## src/rtl/latch_reader_pkg.sv

```systemverilog
// latch_reader_pkg: shared types and constants for the latch reader.
// Holds the reader FSM state encoding, the settle counter width and the
// legal ranges of the top-level parameters.
package latch_reader_pkg;

  typedef enum logic [2:0] {
    ST_IDLE    = 3'd0,
    ST_OPEN    = 3'd1,
    ST_SETTLE  = 3'd2,
    ST_PRESENT = 3'd3,
    ST_CLEAR   = 3'd4
  } state_e;

  localparam int CNT_W = 4;

  localparam int WIDTH_MIN         = 1;
  localparam int WIDTH_MAX         = 32;
  localparam int SYNC_STAGES_MIN   = 2;
  localparam int SYNC_STAGES_MAX   = 4;
  localparam int STABLE_CYCLES_MIN = 1;
  localparam int STABLE_CYCLES_MAX = 15;

endpackage

```

## src/rtl/latch_reader_sync.sv

```systemverilog
// latch_sync: WIDTH-bit wide, STAGES-deep flop chain that brings an
// asynchronous signal into the clk domain. Every stage resets to 0.
module latch_sync #(
  parameter int WIDTH  = 1,
  parameter int STAGES = 2
) (
  input  logic             clk,
  input  logic             reset,
  input  logic [WIDTH-1:0] d,
  output logic [WIDTH-1:0] q
);

  logic [WIDTH-1:0] chain_d [STAGES];
  logic [WIDTH-1:0] chain_q [STAGES];

  // Each stage takes the value of the stage before it; stage 0 takes the pin.
  always_comb begin
    chain_d[0] = d;
    for (int i = 1; i < STAGES; i++) begin
      chain_d[i] = chain_q[i-1];
    end
  end

  // Register the whole chain; reset drops every stage to 0 at once.
  always_ff @(posedge clk or posedge reset) begin
    if (reset) begin
      for (int i = 0; i < STAGES; i++) begin
        chain_q[i] <= '0;
      end
    end else begin
      for (int i = 0; i < STAGES; i++) begin
        chain_q[i] <= chain_d[i];
      end
    end
  end

  assign q = chain_q[STAGES-1];

endmodule

```

## src/rtl/latch_reader.sv

```systemverilog
// latch_reader: clocked reader for an asynchronously written data latch.
// Synchronises latch_en/latch_q, waits for the latch to close and its data
// to hold still for STABLE_CYCLES samples, presents the word on a
// valid/ready handshake and pulses latch_clr once the word is taken.
// Optional feature macro: LATCH_READER_OVERRUN_EN adds a sticky overrun
// flag raised when the latch reopens while a word is still being presented.
module latch_reader
  import latch_reader_pkg::*;
#(
  parameter int WIDTH         = 8,
  parameter int SYNC_STAGES   = 2,
  parameter int STABLE_CYCLES = 4
) (
  input  logic             clk,
  input  logic             reset,
  input  logic             latch_en,
  input  logic [WIDTH-1:0] latch_q,
  output logic [WIDTH-1:0] rd_data,
  output logic             rd_valid,
  input  logic             rd_ready,
  output logic             latch_clr
`ifdef LATCH_READER_OVERRUN_EN
  ,
  output logic             overrun
`endif
);

  localparam logic [CNT_W-1:0] CNT_LAST = CNT_W'(STABLE_CYCLES - 1);

  logic             en_s;
  logic [WIDTH-1:0] q_s;

  state_e           state_d, state_q;
  logic [CNT_W-1:0] cnt_d, cnt_q;
  logic [WIDTH-1:0] data_prev_d, data_prev_q;
  logic [WIDTH-1:0] rd_data_d, rd_data_q;
  logic             rd_valid_d, rd_valid_q;
  logic             latch_clr_d, latch_clr_q;
`ifdef LATCH_READER_OVERRUN_EN
  logic             overrun_d, overrun_q;
`endif

  latch_sync #(
    .WIDTH  (1),
    .STAGES (SYNC_STAGES)
  ) u_sync_en (
    .clk   (clk),
    .reset (reset),
    .d     (latch_en),
    .q     (en_s)
  );

  latch_sync #(
    .WIDTH  (WIDTH),
    .STAGES (SYNC_STAGES)
  ) u_sync_q (
    .clk   (clk),
    .reset (reset),
    .d     (latch_q),
    .q     (q_s)
  );

  // Next-state logic: track the latch open/close cycle, count equal samples
  // while settling, and run the present/clear handshake.
  always_comb begin
    state_d     = state_q;
    cnt_d       = cnt_q;
    data_prev_d = q_s;
    rd_data_d   = rd_data_q;
    rd_valid_d  = rd_valid_q;
    latch_clr_d = latch_clr_q;
`ifdef LATCH_READER_OVERRUN_EN
    overrun_d   = overrun_q;
`endif

    case (state_q)
      ST_IDLE: begin
        if (en_s) begin
          state_d = ST_OPEN;
        end
      end

      ST_OPEN: begin
        if (!en_s) begin
          state_d = ST_SETTLE;
          cnt_d   = '0;
        end
      end

      ST_SETTLE: begin
        if (en_s) begin
          state_d = ST_OPEN;
        end else if (q_s == data_prev_q) begin
          cnt_d = cnt_q + 1'b1;
          if (cnt_q == CNT_LAST) begin
            state_d    = ST_PRESENT;
            rd_data_d  = q_s;
            rd_valid_d = 1'b1;
          end
        end else begin
          cnt_d = '0;
        end
      end

      ST_PRESENT: begin
`ifdef LATCH_READER_OVERRUN_EN
        if (en_s) begin
          overrun_d = 1'b1;
        end
`endif
        if (rd_valid_q && rd_ready) begin
          rd_valid_d  = 1'b0;
          latch_clr_d = 1'b1;
          state_d     = ST_CLEAR;
        end
      end

      ST_CLEAR: begin
        latch_clr_d = 1'b0;
        state_d     = ST_IDLE;
      end

      default: begin
        state_d     = ST_IDLE;
        rd_valid_d  = 1'b0;
        latch_clr_d = 1'b0;
      end
    endcase
  end

  // State and registered outputs; reset clears everything immediately.
  always_ff @(posedge clk or posedge reset) begin
    if (reset) begin
      state_q     <= ST_IDLE;
      cnt_q       <= '0;
      data_prev_q <= '0;
      rd_data_q   <= '0;
      rd_valid_q  <= 1'b0;
      latch_clr_q <= 1'b0;
`ifdef LATCH_READER_OVERRUN_EN
      overrun_q   <= 1'b0;
`endif
    end else begin
      state_q     <= state_d;
      cnt_q       <= cnt_d;
      data_prev_q <= data_prev_d;
      rd_data_q   <= rd_data_d;
      rd_valid_q  <= rd_valid_d;
      latch_clr_q <= latch_clr_d;
`ifdef LATCH_READER_OVERRUN_EN
      overrun_q   <= overrun_d;
`endif
    end
  end

  assign rd_data   = rd_data_q;
  assign rd_valid  = rd_valid_q;
  assign latch_clr = latch_clr_q;
`ifdef LATCH_READER_OVERRUN_EN
  assign overrun   = overrun_q;
`endif

endmodule
```

## config.mk

```make
export PLATFORM = sky130hd
export DESIGN_NAME = latch_reader
export DESIGN_NICKNAME = d
export VERILOG_FILES = /design/src/rtl/latch_reader_pkg.sv /design/src/rtl/latch_reader_sync.sv /design/src/rtl/latch_reader.sv
export SDC_FILE = /design/constraint.sdc
export NUM_CORES = 1
export LEC_CHECK = 0
export ABC_AREA = 1
export CAP_MARGIN = 20
export CORE_MARGIN = 5
export CORE_UTILIZATION = 57
export CTS_BUF_LIST = sky130_fd_sc_hd__clkbuf_4 sky130_fd_sc_hd__clkbuf_8
export DETAILED_ROUTE_END_ITERATION = 10
export PLACE_DENSITY = 0.82
export RECOVER_POWER = 100
export SYNTH_ARGS = -nofsm -noshare
export SYNTH_HDL_FRONTEND = slang
export SYNTH_SLANG_ARGS = --single-unit
export TNS_END_PERCENT = 30
```

## constraint.sdc

```tcl
create_clock -name clk -period 1.8 [get_ports clk]
set_clock_uncertainty 0.1 [all_clocks]
set_input_delay 0.27 -clock clk [delete_from_list [all_inputs] [get_ports clk]]
set_output_delay 0.27 -clock clk [all_outputs]
set_load 0.03 [all_outputs]
```

-- Word-level counts from Yosys, hierarchy flattened
Index checks and enable logic that the tools add are counted.
- input port bits: 12
- bits in registers: 43
- logic and storage cells: 56
- reduce and logical (&&, ||, !) cells: 10
- equality and inequality tests: 14
- $add $sub $neg: 1
- bitwise logic cells: 3
- muxes and demuxes: 18
- operators by type and width (cell ; number):
    $mux 3 ; 6
    $mux 4 ; 3
    $pmux 3 s4 ; 1
    $ne 2x2->1 const B ; 5
    $reduce_and 5->1 ; 2
    $eq 8x8->1 ; 1
    $pmux 4 s2 ; 1
    $eq 3x2->1 const B ; 2
    $ne 3x2->1 const B ; 2
    $reduce_or 3->1 ; 2
    $mux 1 ; 5
    $add 4x1->4 const B ; 1
    $eq 4x2->1 const B ; 1
    $reduce_and 4->1 ; 1
    $eq 3x1->1 const B ; 1
    $eq 3x3->1 const B ; 1
    $logic_not 3->1 ; 1
    $not 1->1 ; 3
    $pmux 1 s3 ; 1
    $reduce_and 3->1 ; 1
    $ne 2x1->1 const B ; 1
    $pmux 1 s2 ; 1
    $reduce_and 2->1 ; 1
    $reduce_bool 2->1 ; 1
    $logic_and 1x1->1 ; 1

-- Logic depth before layout (Yosys ltp)
- depth after elaboration: 5
- mapped depth: 10
- gate-level depth less buffers: 10

-- Modules after synthesis
From an unflattened synthesis, not the netlist that was laid out.
- cells, all modules: 154
- area, all modules: 1622.8 um^2
- modules (own cells, without submodules) (module ; times used ; area each (um^2) ; sequential area each (um^2) ; cells each):
    latch_reader ; 1 ; 1164.9 ; 625.6 ; 134
    latch_sync at u_sync_q ; 1 ; 404.1 ; 400.4 ; 17
    latch_sync at u_sync_en ; 1 ; 53.8 ; 50.0 ; 3

-- Worst setup path after synthesis
No wires, ideal clock.
- path kind: register to register
- start: register cnt_q[0]
- end: register rd_data_q[0] (netlist: rd_data[0])
- period minus slack after synthesis: 1341 ps
- cell stages (with the launch flop): 7
- path buffers: 0
- arrival: 1175 ps
- setup time: 66 ps
- slack: 459 ps
- data required time: 1634 ps
- cells stage by stage: dfrtp_1 ha_1 nand2_1 clkinv_1 nand3_2 nand2_1 nand2_1
- cells in the longest elaborated chain, start to end: 2
- ends and longest elaborated chain (item ; RTL line ; RTL):
    start, declared ; latch_reader.sv:34 ; logic [CNT_W-1:0] cnt_d, cnt_q;
    start signal, assigned ; latch_reader.sv:145 ; cnt_q <= cnt_d;
    $eq 4x2->1 ; latch_reader.sv:95 ; if (cnt_q == CNT_LAST) begin
    $reduce_and 4->1 (no source line) ; - ;
    end signal, assigned ; latch_reader.sv:147 ; rd_data_q <= rd_data_d;
    end, declared ; latch_reader.sv:36 ; logic [WIDTH-1:0] rd_data_d, rd_data_q;
Every way passes these cells.
A chain may end at the register's enable or synchronous reset.

-- Worst setup path in the final report
- start: register rd_data_q[3] (netlist: rd_data[3])
- end: output rd_data[3]
- RTL lines (item ; RTL line ; RTL):
    end, declared ; latch_reader.sv:18 ; output logic [WIDTH-1:0] rd_data,
No word-level cell between the ends.

==> results.py <==
metrics = {
    "outcome": {
        "status": "finished, final reports clean",
    },
    "placement": {
        "gp_congestion": 0.893,
        "dpl.hpwl_um": 2200,
        "port_buffers": 21,
        "dp_cells": 263,
    },
    "die": {
        "pin_count": 22,
        "fp.dieW_um": 65.7,
        "dieHeight_um": 65.7,
        "rows": 20,
        "start_util": 0.585,
        "design.core.area_mm2": 0.00303,
        "die_area_mm2": 0.00432,
    },
    "clock_tree": {
        "clockBufferDepth": 2,
        "cts-root-buf": "clkbuf_4",
        "numCtsBuffers": 5,
        "ctsHoldBuffers": 0,
        "cts_sinks": 43,
        "clk_pin_slew_ns": 0.12,
        "cts_tree": "done",
        "clk_latency_ns": 0.34,
        "htreeDepth": 2,
    },
    "route": {
        "drt-initial-drc-count": 70,
        "wirelength_um": 2960,
        "viasPerCell": 4.91,
        "dr_wl_met3_um": 141,
        "ant_nets": 0,
        "wl_met2_um": 1350,
        "wl_per_cell_um": 10.9,
        "vias": 1331,
        "firstDrtPassIters": 4,
        "top_layer": "met4",
        "drcViolationCount": 0,
        "drt-met1-wl_um": 1380,
    },
    "worst_setup_path": {
        "critPathMaxStageDelay_ns": 0.67,
        "crit_type": "register to primary output",
        "slowest_stage": "clkdlybuf4s50_1",
        "start_kind": "register",
        "worstPathArrival_ns": 1.39,
        "required_ns": 1.43,
        "worstPathMaxFanout": 2,
        "cp_num_buf_inv": 1,
        "worstPathCellList": "clkdlybuf4s50_1",
        "cp_top_family": "buffers and inverters",
        "cp-end-kind": "primary output",
    },
    "power": {
        "powerDensity_mw_per_mm2": 785,
        "p_leak_nw": 1.09,
        "ir_worst_vdd_uv": 537,
    },
    "sta": {
        "slew_headroom": 0.355,
        "timing.final.crit_share": 0.976,
        "slew_viol_final": 0,
        "finalCriticalPeriod_ns": 1.76,
        "rsz0062_at_grt": "false",
        "setup_tns_ns": 0,
        "setup-violations-final": 0,
        "hold_violations": 0,
        "fmax_mhz": 569,
        "worst_pin_slew_ns": 0.967,
    },
    "yosys": {
        "syn_area_mm2": 0.00177,
        "ys_ff_latch": 43,
        "syn_avg_cell_area_um2": 9.03,
        "ys_types": 24,
        "syn-num-nets": 209,
        "synthCells": 196,
        "yosysSeqAreaShare": 0.608,
        "ys.warnings.count": 0,
    },
    "global_route": {
        "first_global_vias": 1217,
        "grt_start_max_net_pins": 44,
        "grt_pass1_wl_um": 5240,
        "gr-total-overflow": 0,
        "antenna_found_initial": 0,
        "gr-usage-all-layers": 0.163,
    },
    "final_layout": {
        "drive_above_1_share": 0.0837,
        "antenna_cells": 0,
        "multi_input_area_um2": 568,
        "area_delta_synth_final_pct": 17.0,
        "regArea_mm2": 0.00108,
        "n_fill_cell": 258,
        "fin_nets": 239,
        "final_util": 0.684,
        "fin_cells": 271,
    },
    "flow_run": {
        "cap_violations": 0,
    },
    "min_path": {
        "min_path_type": "register to register",
    },
}
[synth_stat cells]
master | instances | share of area
a21oi_1 | 2 | 0.0057
a21oi_2 | 1 | 0.0049
and2_1 | 1 | 0.0035
buf_4 | 1 | 0.0042
buf_6 | 1 | 0.0064
clkinv_1 | 1 | 0.0021
dfrtp_1 | 43 | 0.61
ha_1 | 1 | 0.0071
inv_1 | 24 | 0.051
inv_2 | 3 | 0.0064
nand2_1 | 73 | 0.15
nand3_1 | 4 | 0.011
nand3_2 | 1 | 0.0057
nand3b_1 | 1 | 0.0042
nand4_1 | 8 | 0.028
nor2_1 | 14 | 0.030
nor2_2 | 1 | 0.0035
nor2_4 | 1 | 0.0064
nor3_1 | 3 | 0.0085
nor3_4 | 1 | 0.0092
o21ai_0 | 4 | 0.011
o21ai_1 | 3 | 0.0085
xnor2_1 | 3 | 0.015
xor2_1 | 1 | 0.0049
[metal layers]
metal	up-vias	global-route usage
met2	35	0.230
met3	9	0.0444
li1	668	-
met1	619	0.219
met5	-	0
met4	0	0.101
[cells by family after synthesis]
family | after synthesis | synth area share
AO/OA/AOI/OAI | 10 | 0.0304
flip-flops | 43 | 0.608
adder cells (fa/ha/maj) | 1 | 0.00707
XOR/XNOR | 4 | 0.0198
AND/OR/NAND/NOR | 108 | 0.265
buffers and inverters | 30 | 0.0700
[cells in the final DEF, fill, tap and decap left out, drive strengths merged]
cell type and n:
dlygate4sd2 2, and2 1, dfrtp 43, nand3b 1, nand2 73, ha 1
clkinv 1, xnor2 3, clkdlybuf4s50 3, inv 27, clkbuf 16, nor2 16
o21ai 7, nor3 4, buf 2, nand3 5, dlygate4sd3 10, nand4 8
a21oi 3, xor2 1
[flip-flops by register name, indices dropped and copies added, names as in the netlist]
signal,cells
data_prev_q,8
rd_data,8
cnt_q,4
u_sync_q.q,8
u_sync_en.q,1
u_sync_q.chain_d,8
rd_valid,1
u_sync_en.chain_d,1
state_q,3
latch_clr,1
[timing repair]
action                                  CTS  global route
endpoints found under the setup margin    2             6
buffers inserted                          0             0
resized for setup                         2             6
[where the power goes]
group | switching [W] | total (W) | internal, W
logic | 0.0000483 | 0.0000852 | 0.0000368
clock network | 0.000277 | 0.000522 | 0.000245
registers | 0.0000233 | 0.00102 | 0.000995
[path summary, 6_finish.rpt]
path                               end                 start  depth (start not counted)  slack (ns)
setup / recovery            rd_data[3]            rd_data[3]                          1        0.04
setup reg to reg            state_q[0]            state_q[2]                          7        0.14
max in group asynchronous   rd_data[7]                 reset                          3        0.44
hold / removal             u_sync_en.q  u_sync_en.chain_d[0]                          0        0.24
min in group asynchronous  u_sync_en.q                 reset                          3        0.55
hold reg to reg            u_sync_en.q  u_sync_en.chain_d[0]                          0        0.24
[per-stage QoR]
step / hold slack (ns) / instance area [um2] / total power [W] / setup WS [ns]
final: 0.244 / 2070 / 0.00163 / 0.0425
after global placement: 0.233 / 2060 / 0.00113 / 0.254
after floorplan: 0.201 / 1770 / 0.00109 / 0.427
after CTS: 0.164 / 2130 / 0.00166 / 0.00842
after detailed placement: 0.235 / 2060 / 0.00113 / 0.247
after global routing: 0.269 / 2070 / 0.00171 / 0.00138
[cell type report]
cell class / instances / share of cell area
clock buffer: 8 / 0.0350
inverter: 28 / 0.0507
multi-input combinational: 123 / 0.274
sequential: 43 / 0.519
tap: 44 / 0.0266
timing repair buffer: 25 / 0.0942
Note: power is estimated with default switching activity, not from simulation.
